`src/rtl/tt_adder_pkg.sv`:
```
// Shared types and width helpers for the tt_adder_accum block.
package tt_adder_pkg;

  typedef enum logic [1:0] {
    MODE_SUM  = 2'b00,
    MODE_ACC  = 2'b01,
    MODE_LOAD = 2'b10,
    MODE_RSVD = 2'b11
  } tt_mode_e;

  // Width of the full operand sum: WIDTH + clog2(LANES).
  function automatic int unsigned sum_width(input int unsigned width, input int unsigned lanes);
    return width + $unsigned($clog2(lanes));
  endfunction

endpackage

```
`src/rtl/tt_adder_pair_stage.sv`:
```
// Stage 1 of the adder tree: LANES/2 pair adders with enabled output registers.
module tt_adder_pair_stage #(
  parameter int unsigned WIDTH = 4,
  parameter int unsigned LANES = 4
) (
  input  logic                                clk,
  input  logic                                rst_n,
  input  logic                                i_en,
  input  logic [LANES*WIDTH-1:0]              i_operands,
  output logic [(LANES/2)*(WIDTH+1)-1:0]      o_pair_sums
);

  localparam int unsigned PAIRS = LANES / 2;
  localparam int unsigned PW    = WIDTH + 1;

  logic [PAIRS*PW-1:0] w_pair_sums;
  logic [PAIRS*PW-1:0] r_pair_sums;

  always_comb begin
    w_pair_sums = '0;
    for (int p = 0; p < int'(PAIRS); p++) begin
      w_pair_sums[p*PW +: PW] = PW'(i_operands[(2*p)*WIDTH +: WIDTH])
                              + PW'(i_operands[(2*p+1)*WIDTH +: WIDTH]);
    end
  end

  always_ff @(posedge clk or negedge rst_n) begin
    if (!rst_n) begin
      r_pair_sums <= '0;
    end else if (i_en) begin
      r_pair_sums <= w_pair_sums;
    end
  end

  assign o_pair_sums = r_pair_sums;

endmodule

```
`src/rtl/tt_adder_accum.sv`:
```
// Two-stage LANES-operand adder tree with SUM/ACC/LOAD accumulator and sticky overflow.
// Build option: define SATURATE_EN to clamp ACC results at all-ones instead of wrapping.
module tt_adder_accum
  import tt_adder_pkg::*;
#(
  parameter int unsigned WIDTH = 4,
  parameter int unsigned LANES = 4,
  parameter int unsigned ACC_W = 8
) (
  input  logic                   clk,
  input  logic                   rst_n,
  input  logic                   in_valid,
  output logic                   in_ready,
  input  logic [LANES*WIDTH-1:0] operands,
  input  logic [1:0]             mode,
  output logic                   out_valid,
  input  logic                   out_ready,
  output logic [ACC_W-1:0]       result,
  output logic                   ovf
);

  localparam int unsigned SUM_W = sum_width(WIDTH, LANES);
  localparam int unsigned PW    = WIDTH + 1;
  localparam int unsigned PAIRS = LANES / 2;

  logic                w_adv;
  logic                w_accept;
  logic [PAIRS*PW-1:0] w_pair_sums;
  logic [SUM_W-1:0]    w_total_n;
  logic [ACC_W-1:0]    w_total;
  logic [ACC_W:0]      w_acc_sum;
  logic                w_carry;
  logic [ACC_W-1:0]    w_acc_next;

  logic                r_s1_valid;
  tt_mode_e            r_s1_mode;
  logic [ACC_W-1:0]    r_acc;
  logic [ACC_W-1:0]    r_result;
  logic                r_out_valid;
  logic                r_ovf;

  // The whole pipe advances only when the output slot is free or draining.
  assign w_adv    = !r_out_valid || out_ready;
  assign w_accept = in_valid && w_adv;

  tt_adder_pair_stage #(
    .WIDTH (WIDTH),
    .LANES (LANES)
  ) u_pair_stage (
    .clk         (clk),
    .rst_n       (rst_n),
    .i_en        (w_accept),
    .i_operands  (operands),
    .o_pair_sums (w_pair_sums)
  );

  always_ff @(posedge clk or negedge rst_n) begin
    if (!rst_n) begin
      r_s1_valid <= 1'b0;
      r_s1_mode  <= MODE_SUM;
    end else if (w_adv) begin
      r_s1_valid <= w_accept;
      if (w_accept) begin
        r_s1_mode <= tt_mode_e'(mode);
      end
    end
  end

  always_comb begin
    w_total_n = '0;
    for (int i = 0; i < int'(PAIRS); i++) begin
      w_total_n = w_total_n + SUM_W'(w_pair_sums[i*PW +: PW]);
    end
  end

  assign w_total   = ACC_W'(w_total_n);
  assign w_acc_sum = (ACC_W+1)'(r_acc) + (ACC_W+1)'(w_total);
  assign w_carry   = w_acc_sum[ACC_W];

  always_comb begin
    w_acc_next = w_acc_sum[ACC_W-1:0];
`ifdef SATURATE_EN
    if (w_carry) begin
      w_acc_next = '1;
    end
`endif
  end

  // Stage 2: mode-dependent result and accumulator update.
  always_ff @(posedge clk or negedge rst_n) begin
    if (!rst_n) begin
      r_out_valid <= 1'b0;
      r_result    <= '0;
      r_acc       <= '0;
      r_ovf       <= 1'b0;
    end else if (w_adv) begin
      r_out_valid <= r_s1_valid;
      if (r_s1_valid) begin
        case (r_s1_mode)
          MODE_ACC: begin
            r_acc    <= w_acc_next;
            r_result <= w_acc_next;
            if (w_carry) begin
              r_ovf <= 1'b1;
            end
          end
          MODE_LOAD: begin
            r_acc    <= w_total;
            r_result <= w_total;
            r_ovf    <= 1'b0;
          end
          default: begin
            r_result <= w_total;
          end
        endcase
      end
    end
  end

  assign in_ready  = w_adv;
  assign out_valid = r_out_valid;
  assign result    = r_result;
  assign ovf       = r_ovf;

endmodule
```
`config.mk`:
```
export PLATFORM = sky130hd
export DESIGN_NAME = tt_adder_accum
export DESIGN_NICKNAME = d
export VERILOG_FILES = /design/src/rtl/tt_adder_pkg.sv /design/src/rtl/tt_adder_pair_stage.sv /design/src/rtl/tt_adder_accum.sv
export SDC_FILE = /design/constraint.sdc
export NUM_CORES = 1
export LEC_CHECK = 0
export ABC_CLOCK_PERIOD_IN_PS = 3900
export BUFFER_PORTS_ARGS = -buffer_cell sky130_fd_sc_hd__buf_2
export CAP_MARGIN = 0
export CORE_MARGIN = 10
export CORE_UTILIZATION = 55
export DETAILED_ROUTE_END_ITERATION = 8
export PLACE_DENSITY = 0.78
export SLEW_MARGIN = 20
export SYNTH_ARGS = -nofsm -noshare
export SYNTH_HDL_FRONTEND = slang
export SYNTH_SLANG_ARGS = --single-unit
```
`constraint.sdc`:
```
create_clock -name clk -period 3.9 [get_ports clk]
set_input_delay 0.195 -clock clk [delete_from_list [all_inputs] [get_ports clk]]
set_output_delay 0.195 -clock clk [all_outputs]
set_load 0.01 [all_outputs]
```
After elaboration in Yosys (flattened, before gate mapping):

Cells that the tools add are included.

* output and inout port bits: 11
* input bits: 22
* logic and storage cells: 26
* flip-flop bits (word level): 31

* mux-type cells: 4
* eq/ne operators: 3
* reductions and logical operators: 8
* add/sub/neg operators: 4

Operator list (count)
* $pmux 8 s2: 1
* $add 4x4->5: 2
* $add 8x6->9: 1
* $mux 8: 1
* $add 5x5->6: 1
* $reduce_and 2->1: 2
* $reduce_and 4->1: 1
* $reduce_and 3->1: 1
* $eq 2x1->1 const B: 1
* $eq 2x2->1 const B: 1
* $ne 2x2->1 const B: 1
* $pmux 1 s2: 1
* $reduce_bool 2->1: 1
* $logic_and 1x1->1: 1
* $logic_not 1->1: 1
* $logic_or 1x1->1: 1
* $mux 1: 1

Logic depth before layout (Yosys ltp):

Gate-level depths: netlist (run 1).

* depth after elaboration: 4
* mapped depth: 14
* gate-level depth less buffers: 14

Hierarchy:

Synthesis (run 1) repeated with hierarchy kept, for this count alone.

* cells, all modules: 224
* area, all modules: 2137.0 µm²

By module, submodules not included
* tt_adder_accum: area each 1453.9 µm², sequential area each 525.5 µm², instances 1, cells each 160
* tt_adder_pair_stage: area each 683.2 µm², sequential area each 250.2 µm², instances 1, cells each 64

Worst setup path before layout (run 1):

No wires, ideal clock.

* kind: reg-to-reg
* start: register u_pair_stage.r_pair_sums[0], in the netlist u_pair_stage.o_pair_sums[0]
* end: register r_acc[7]
* data required time: 3.777 ns
* path buffers: 0
* cell stages (with the launch flop): 14
* slack: 1.300 ns
* arrival: 2.477 ns
* setup time: 0.123 ns
* clock period less this slack: 2.600 ns
* cell sequence: dfrtp_1 ha_1 inv_1 fa_1 inv_1 a21o_1 a21oi_1 xor2_1 inv_1 ha_1 or3_1 o2111ai_2 mux2i_1 o21ai_1

* cells in the longest elaborated chain, start to end: 3

RTL lines
* start, declared: RTL line tt_adder_pair_stage.sv:17 `logic [PAIRS*PW-1:0] r_pair_sums;`
* start signal, assigned: RTL line tt_adder_pair_stage.sv:31 `r_pair_sums <= w_pair_sums;`
* $add 5x5->6: RTL line tt_adder_accum.sv:72 `w_total_n = w_total_n + SUM_W'(w_pair_sums[i*PW +: PW]);`
* $add 8x6->9: RTL line tt_adder_accum.sv:77 `assign w_acc_sum = (ACC_W+1)'(r_acc) + (ACC_W+1)'(w_total);`
* $pmux 8 s2: RTL line tt_adder_accum.sv:99 `case (r_s1_mode)`
* end signal, assigned: RTL line tt_adder_accum.sv:101 `r_acc <= w_acc_next;`
* end signal, assigned: RTL line tt_adder_accum.sv:108 `r_acc <= w_total;`
* end, declared: RTL line tt_adder_accum.sv:37 `logic [ACC_W-1:0] r_acc;`

No other way between the ends.
A chain may end at the register's enable or synchronous reset.

Worst setup path in the final report (run 1):

Ends and elaborated chain as after synthesis.

==> results of run 1 <==
-- through the flow --
step / util [%] / cell area [um2] / cells
after CTS: 64.3 / 2340 / 296
after global routing: 64.3 / 2340 / 296
after detailed placement: 61.6 / 2240 / 288
after floorplan: - / 2060 / 216
after global placement: 61.6 / 2240 / 288
final: 64.3 / 2340 / 296
-- sequential cells by signal, summed over array words and instances (netlist names) --
signal	count
out_valid	1
ovf	1
r_acc	8
r_s1_mode	2
r_s1_valid	1
result	8
u_pair_stage.o_pair_sums	10
-- synthesized netlist by cell type, drive strengths merged (2+ instances only) --
master  number  area, um2
dfrtp       31        776
nand2       28        113
o21ai       27        139
ha          22        275
inv         21       78.8
a21oi       14       73.8
nor2         9       33.8
xor2         9       78.8
a21o         8       61.3
buf          7       40.0
mux2i        7       70.1
fa           4       80.1
mux2         4       45.0
xnor2        4       35.0
nor3         3       15.0
a211oi       2       20.0
a311oi       2       17.5
o21bai       2       15.0
o31a         2       17.5
-- path summary, 6_finish.rpt --
check	from	end	slack (ns)	depth (start not counted)
min in group asynchronous	rst_n	result[1]	0.48	2
max in group asynchronous	rst_n	u_pair_stage.o_pair_sums[7]	2.97	2
hold / removal	mode[0]	r_s1_mode[0]	0.14	2
setup reg to reg	u_pair_stage.o_pair_sums[0]	r_acc[7]	1.12	13
setup / recovery	u_pair_stage.o_pair_sums[0]	r_acc[7]	1.12	13
hold reg to reg	result[1]	result[1]	0.47	2
-- worst reg2reg max path, delay by kind of cell (launching register included) --
family          cells  cell delay [ns]
fa+ha+maj           3             0.74
flops               1             0.38
mux                 1             0.24
compound gates      4             0.51
xor+xnor            1             0.24
buf+inv             3             0.18
simple gates        1             0.37
-- power by group --
part           switching (uW)  internal (uW)
clock network             113            138
registers                76.0            432
logic                     508            420
-- kinds of logic (layout without fill, tap and decap cells) --
logic type	count (synthesis)	after routing	synth area share, %
compound gates	60	60	18.2
flops	31	31	37.6
mux	11	11	5.58
simple gates	46	46	9.94
xor+xnor	13	13	5.52
buf+inv	29	61	6.00
fa+ha+maj	26	26	17.2
-- cell type report --
| cell class | instances | share of cell area, % |
|---|---|---|
| well taps | 48 | 2.57 |
| flip-flops and latches | 31 | 33.2 |
| clock buffers | 6 | 3.53 |
| clock inverters | 1 | 0.214 |
| inverters | 21 | 3.37 |
| repair buffers | 33 | 7.28 |
| multi-input cells | 156 | 49.8 |
-- metal layers --
metal | GRT usage [%] | routed length (um) | up-vias
li1 | - | - | 807
met1 | 15.3 | 1740 | 696
met2 | 21.2 | 1800 | 31
met3 | 4.64 | 220 | 6
met4 | 5.71 | 66 | 0
met5 | 0 | 0 | -
==> impl_metrics.ini, run 1 <==
[final_layout]
drive_above_1_share_pct = 20.6
most-common-layout-cells = buf_2, dfrtp_1, nand2_1
multiInputGateArea_um2 = 1160
n_antenna_cell = 0
syn2layout_area_growth_pct = 13.2
final_common_cell = buf_2
seqCellArea_um2 = 776
fin_nets = 296
fillers = 325

[synthesis]
synth_edf_count = 0
synthArstFlopShare_pct = 100
ys.flop_type = dfrtp_1
postSynthAreaPerCell_um2 = 9.56
syn_area_um2 = 2060
synth_nets = 264
yosysWarnings = 0
yosysSeqAreaShare_pct = 37.6
syn_inst = 216
ys_ff_latch = 31
synth_cell_type_count = 36

[pwr]
vdd_drop_max_v = 0.000284
power_density_nw_per_um2 = 722
leakagePower_uw = 0.00122
p_total_uw = 1690

[clock_network]
clk_latency_ns = 0.28
clock_sinks = 31
cts_buffer_depth = 2
cts_buffers = 5
clk_pin_slew_worst_paths_ns = 0.06
cts_tree = done
root_buffer = clkbuf_8
cts_resized = 0
cts_setup_buffers = 0
hold_buffers = 1
htree_num_levels = 2

[global_route]
antenna_found_initial = 0
grt.overflow.total = 0
grt_usage_pct = 13.1
grt_max_degree = 32
grt_pass1_wl_um = 6750
grt_pass1_vias = 1542

[critical_path]
crit_chain = ha_1, inv_1, fa_1, inv_1, a21o_1, a21oi_1, xor2_1, inv_1, ha_1, or3_1, o2111ai_2, mux2i_1, o21ai_1
crit_top_cell = inv_1
end_kind = register
cp_max_fo = 4
required_ns = 4.06
critPathTopFamily = adder cells
slowest_stage = dfrtp_1
cpPeakStageDelay_ns = 0.38
crit_type = reg2reg
crit_buf_inv = 3
cp-start-kind = register
worst_ep_arrival_time_ns = 2.95

[sta]
fmax_mhz = 359
slew_headroom_pct = 54.6
worstMarginPinSlew_ns = 0.681
hold_ws_ns = 0.142
fin_skew_ns = 0.00876
fin_tns_setup_ns = 0
grt_setup_unrepaired = no
slew_viol_final = 0
post-route-period-util_pct = 71.4
hold_viol = 0
setup_viol = 0
min_period_ns = 2.78
setup_ws_ns = 1.12

[place]
port-buffer-count = 32
place_ws_ns = 1.11
place.gp.congestion = 0.864
dpl.hpwl_um = 3080

[routing]
via_per_inst = 5.20
firstDrtPassIters = 4
dr.first_iter.drc_count = 66
drt_wl_total_um = 3830
routedWlPerCell_um = 12.9
drt.antenna.violating_nets = 0
remaining_drc_errors = 0
vias = 1540

[die]
io_pins = 33
core_um2 = 3630
initial_core_util_pct = 56.8
fp.dieW_um = 81.3
die_height_um = 81.3
dieArea_um2 = 6600
rows = 22

[worst_hold_path]
min-delay-path-class = in2reg

[status]
status = completed

[run]
maxCapViolations = 0
No activity file was read; power rests on OpenSTA's default activity.
==> inputs of run 2 (changes only) <==
Settings changed: ABC_CLOCK_PERIOD_IN_PS 3900 to 2460, CORE_UTILIZATION 55 to 51, PLACE_DENSITY 0.78 to 0.76.
Clock period 3.9 ns to 2.46 ns, I/O delays scaled along.
==> run 2 against run 1 <==
Against the previous run: the run now ends with negative setup slack left; clock-buffer cell count grew 2; sequential share of layout area is 3.2 points lower; maximum frequency increased by 9.3%; clock skew decreased by 0.0033 ns; total power increased by 97%; non-clock buffer count rose by 15; cell count increased by 6.1%; first-iteration DRC count fell by 18%; combinational power increased by 120%; register-to-register slack lost 1.2 ns; global-route usage shrank 0.61 points; setup slack worse by 1.2 ns.
==> impl_metrics.ini, run 2 (same netlist as run 1, synthesis figures left out) <==
[critical_path]
reg2reg_depth = 13
worst_ep_arrival_time_ns = 2.71
required_ns = 2.63
end_kind = register
cp_max_fo = 4
cp-start-kind = register
crit_type = reg2reg

[final_layout]
most-common-layout-cells = buf_2, dfrtp_1, nand2_1
final_common_cell = buf_2
largest_reg_flops = 10
finalCoreUtilization_pct = 65.0
drive_above_1_share_pct = 31.4
n_antenna_cell = 0
syn2layout_area_growth_pct = 25.1
fin_nets = 311
fillers = 326

[global_route]
grt_pass1_wl_um = 7220
grt_pass1_vias = 1694
grt.overflow.total = 0
grt_usage_pct = 12.5
antenna_found_initial = 0
grt_max_degree = 32

[worst_hold_path]
holdPathStages = 2
min-delay-path-class = in2reg

[die]
fp.dieW_um = 83.6
initial_core_util_pct = 52.0
core_um2 = 3970
dieArea_um2 = 6990
die_height_um = 83.6
io_pins = 33
rows = 23

[pwr]
leakagePower_uw = 0.00130
vdd_drop_max_v = 0.000516
p_total_uw = 3320
power_density_nw_per_um2 = 1290

[clock_network]
clk_latency_ns = 0.29
clk_pin_slew_worst_paths_ns = 0.07
cts_tree = done
cts_buffer_depth = 2
root_buffer = clkbuf_8
cts_buffers = 5
clock_sinks = 31
htree_num_levels = 2

[sta]
fmax_mhz = 392
hold_viol = 0
grt_setup_unrepaired = yes
hold_ws_ns = 0.0691
slew_viol_final = 0
post-route-period-util_pct = 104
min_period_ns = 2.55
worstMarginPinSlew_ns = 0.698
setup_viol = 8
setup_ws_ns = -0.0878
fin_skew_ns = 0.00547
slew_headroom_pct = 53.4

[routing]
vias = 1628
dr.first_iter.drc_count = 54
remaining_drc_errors = 0
routedWlPerCell_um = 13.6
drt_wl_total_um = 4280
drt.antenna.violating_nets = 0
via_per_inst = 5.18
firstDrtPassIters = 4

[place]
dpl.hpwl_um = 3140
place_ws_ns = -0.118
port-buffer-count = 32
place.gp.congestion = 0.855

[status]
status = complete, but fails checks
violations = negative setup slack

[run]
maxCapViolations = 0
[run 2: cell types whose count changed in the layout (fill, tap and decap cells not counted), sizes merged]
cell / delta
clkbuf: +2
clkinv: -1
buf: +15
[run 2: repair_timing]
action	in CTS	in global routing
resized for setup	7	13
hold buffers	1	0
pin swaps	3	13
buffers inserted	0	6
setup endpoints to repair	7	11
hold endpoints to repair	31	0
[run 2: power breakdown]
group / total, uW / switching, uW / internal (uW) / leakage, uW
Combinational: 2060 / 1000 / 1060 / 0.000878
Clock: 441 / 186 / 255 / 0.0000515
Sequential: 822 / 137 / 684 / 0.000372
[run 2: final timing paths]
check / slack [ns] / to / start
worst min register to register: 0.47 / result[1] / result[1]
worst max-delay path: -0.09 / r_acc[7] / u_pair_stage.o_pair_sums[0]
worst max register to register: -0.09 / r_acc[7] / u_pair_stage.o_pair_sums[0]
max in group asynchronous: 1.59 / r_s1_mode[0] / rst_n
min in group asynchronous: 0.42 / result[7] / rst_n
worst min-delay path: 0.07 / r_s1_mode[0] / mode[0]
[run 2: final cells by class]
class	count	area (um2)	area share (%)
multi-input combinational	156	1280	49.5
sequential	31	776	30.0
timing repair buffer	48	287	11.1
clock buffer	8	100	3.88
inverter	21	78.8	3.05
tap	50	62.6	2.42
[run 2: worst max-delay path: stages, from the launching register on]
cell and delay [ns]:
dfrtp_1 0.38, ha_2 0.20, inv_2 0.05, fa_2 0.20, inv_2 0.03, a21o_1 0.17, a21oi_2 0.12, xor2_1 0.19
inv_1 0.10, ha_4 0.23, or3_4 0.38, o2111ai_4 0.08, mux2i_1 0.22, o21ai_1 0.07
[run 2: per-layer routing]
metal / global-route usage, % / vias up / share of wire, %
met5: 0 / - / 0
met4: 7.15 / 0 / 2.7
met3: 4.39 / 9 / 3.9
met2: 21.0 / 27 / 51
met1: 13.2 / 760 / 42
li1: - / 832 / -
[run 2: metrics by stage]
| stage | setup TNS [ns] | cell area [um2] | instances |
|---|---|---|---|
| 2_1_floorplan | -0.0316 | 2090 | 216 |
| 3_3_place_gp | -0.125 | 2330 | 299 |
| 3_5_place_dp | -0.328 | 2330 | 299 |
| 4_1_cts | -0.232 | 2470 | 308 |
| 5_1_grt | -1.26 | 2580 | 314 |
| 6_report | -0.342 | 2580 | 314 |
==> inputs of run 3 (changes only) <==
Settings changed: BUFFER_PORTS_ARGS -buffer_cell sky130_fd_sc_hd__buf_2 to unset, CORE_UTILIZATION 51 to 55, DONT_BUFFER_PORTS set to 1, PLACE_DENSITY 0.76 to 0.73.
==> run 3 against run 2 <==
Against the previous run: core utilization is 1.9 points higher; critical path type unchanged; sequential power is 5.7% higher; design area is 5.8% lower; largest cell class unchanged; register-to-register slack worse by 0.08 ns; via count is 5.4% lower; largest power group unchanged; the run still ends with negative setup slack left; clock-buffer cell count is 1 lower; die area is 5.6% lower; cell count is 9.2% lower; flip-flop and latch count stayed put; worst hold slack better by 0.036 ns.
==> impl_metrics.ini, run 3 (same netlist as run 1, synthesis figures left out) <==
[global_route]
grt_max_degree = 32
grt_usage_pct = 13.1
antenna_found_initial = 0
grt_pass1_wl_um = 6890
grt_pass1_vias = 1555
grt.overflow.total = 0

[place]
place_ws_ns = -0.153
place.gp.congestion = 0.842
dpl.hpwl_um = 3060
port-buffer-count = 0

[final_layout]
fin_nets = 284
most-common-layout-cells = dfrtp_1, nand2_1, inv_1, o21ai_0, ha_1
syn2layout_area_growth_pct = 17.9
n_antenna_cell = 0
largest_reg_flops = 10
finalCoreUtilization_pct = 67.0
drive_above_1_share_pct = 21.1
final_common_cell = dfrtp_1

[worst_hold_path]
min_from = operands[4]
min_to = u_pair_stage.o_pair_sums[0]
holdPathStages = 2
min-delay-path-class = in2reg

[sta]
setup_ws_ns = -0.170
hold_viol = 0
post-route-period-util_pct = 107
worstMarginPinSlew_ns = 0.575
setup_viol = 9
hold_ws_ns = 0.105
fin_skew_ns = 0.0110
fmax_mhz = 380
slew_headroom_pct = 61.6
slew_viol_final = 0
min_period_ns = 2.63
grt_setup_unrepaired = yes

[critical_path]
r2r_start = u_pair_stage.o_pair_sums[5]
worst_ep_arrival_time_ns = 2.78
crit_chain = ha_2, inv_2, fa_2, inv_2, a21o_1, a21oi_2, xor2_1, inv_1, ha_4, or3_1, o2111ai_2, mux2i_1, o21ai_1
cp-start-kind = register
slowest_stage = fa_2
r2r_slack_ns = -0.17
reg2reg_depth = 13
cpPeakStageDelay_ns = 0.37
end_kind = register
regToRegEndpoint = r_acc[7]
crit_buf_inv = 3
startpoint = u_pair_stage.o_pair_sums[5]
critPathTopFamily = adder cells
required_ns = 2.61
crit_top_cell = inv_2
crit_type = reg2reg
cp_max_fo = 4

[die]
fp.dieW_um = 81.3
io_pins = 33
die_height_um = 81.3
dieArea_um2 = 6600
core_um2 = 3630
initial_core_util_pct = 56.8
rows = 22

[pwr]
comb_power_share_pct = 61.0
netSwitchingPower_uw = 1290
vdd_drop_max_v = 0.000602
switching_share_pct = 40.4
p_int_uw = 1910
leakagePower_uw = 0.00119
power_density_nw_per_um2 = 1320
clockPowerShare_pct = 11.8
p_total_uw = 3200
power.share.sequential_pct = 27.1

[clock_network]
clock_sinks = 31
htree_num_levels = 2
root_buffer = clkbuf_8
cts_tree = done
cts_buffers = 5
clk_pin_slew_worst_paths_ns = 0.06
cts_buffer_depth = 2
clk_latency_ns = 0.29

[run]
maxCapViolations = 0

[routing]
drt_wl_total_um = 4070
firstDrtPassIters = 4
vias = 1540
dr.first_iter.drc_count = 63
remaining_drc_errors = 0
via_per_inst = 5.40
routedWlPerCell_um = 14.3
drt.antenna.violating_nets = 0

[status]
status = complete, but fails checks
violations = negative setup slack
[run 3: changes by cell type in the layout (fill, tap and decap cells not counted), moves of 2 or more]
cell	delta
buf_4	+2
clkbuf_8	-2
buf_2	-32
dlygate4sd3_1	+2
[run 3: what timing repair did]
| item | 4_1_cts | 5_1_grt |
|---|---|---|
| setup endpoints to repair | 9 | 11 |
| gates resized for setup | 5 | 12 |
| endpoints found under the hold margin | 33 | 0 |
| pin swaps | 5 | 5 |
| setup buffers | 2 | 6 |
| hold buffers | 4 | 0 |
[run 3: worst max path at each step]
stage	depth (start not counted)	slack, ns	endpoint
2_1_floorplan	13	-0.03	r_acc[7]
3_3_place_gp	13	-0.08	r_acc[7]
3_5_place_dp	13	-0.15	r_acc[7]
4_1_cts	13	-0.12	r_acc[7]
5_1_grt	12	-0.30	result[5]
6_report	13	-0.17	r_acc[7]
[run 3: routing by layer]
metal | global-route usage [%] | vias to the layer above | wire length [um]
li1 | - | 780 | -
met1 | 14.8 | 727 | 1680
met2 | 21.9 | 28 | 2100
met3 | 4.30 | 5 | 204
met4 | 6.23 | 0 | 87
met5 | 0 | - | 0
[run 3: power by group through the flow]
stage | clock network, uW | logic [uW] | registers, uW
CTS | 392 | 1610 | 869
finish | 379 | 1960 | 869
detailed placement | 0 | 1540 | 879
global route | 411 | 2190 | 899
global placement | 0 | 1500 | 871
floorplan | 0 | 1200 | 823
[run 3: layout make-up]
class                   instances  area [um2]
fillers                       292        1200
well taps                      48        60.1
clock buffers                   7        76.3
multi-input cells             156        1260
inverters                      21        78.8
clock inverters                 1        5.00
repair buffers                 21         181
flip-flops and latches         31         776
[run 3: per-stage QoR]
step | TNS [ns] | cells | area, um2
final | -0.628 | 285 | 2430
after detailed placement | -0.760 | 265 | 2170
after floorplan | -0.0316 | 216 | 2090
after CTS | -0.412 | 279 | 2320
after global placement | -0.204 | 265 | 2170
after global routing | -1.97 | 285 | 2430
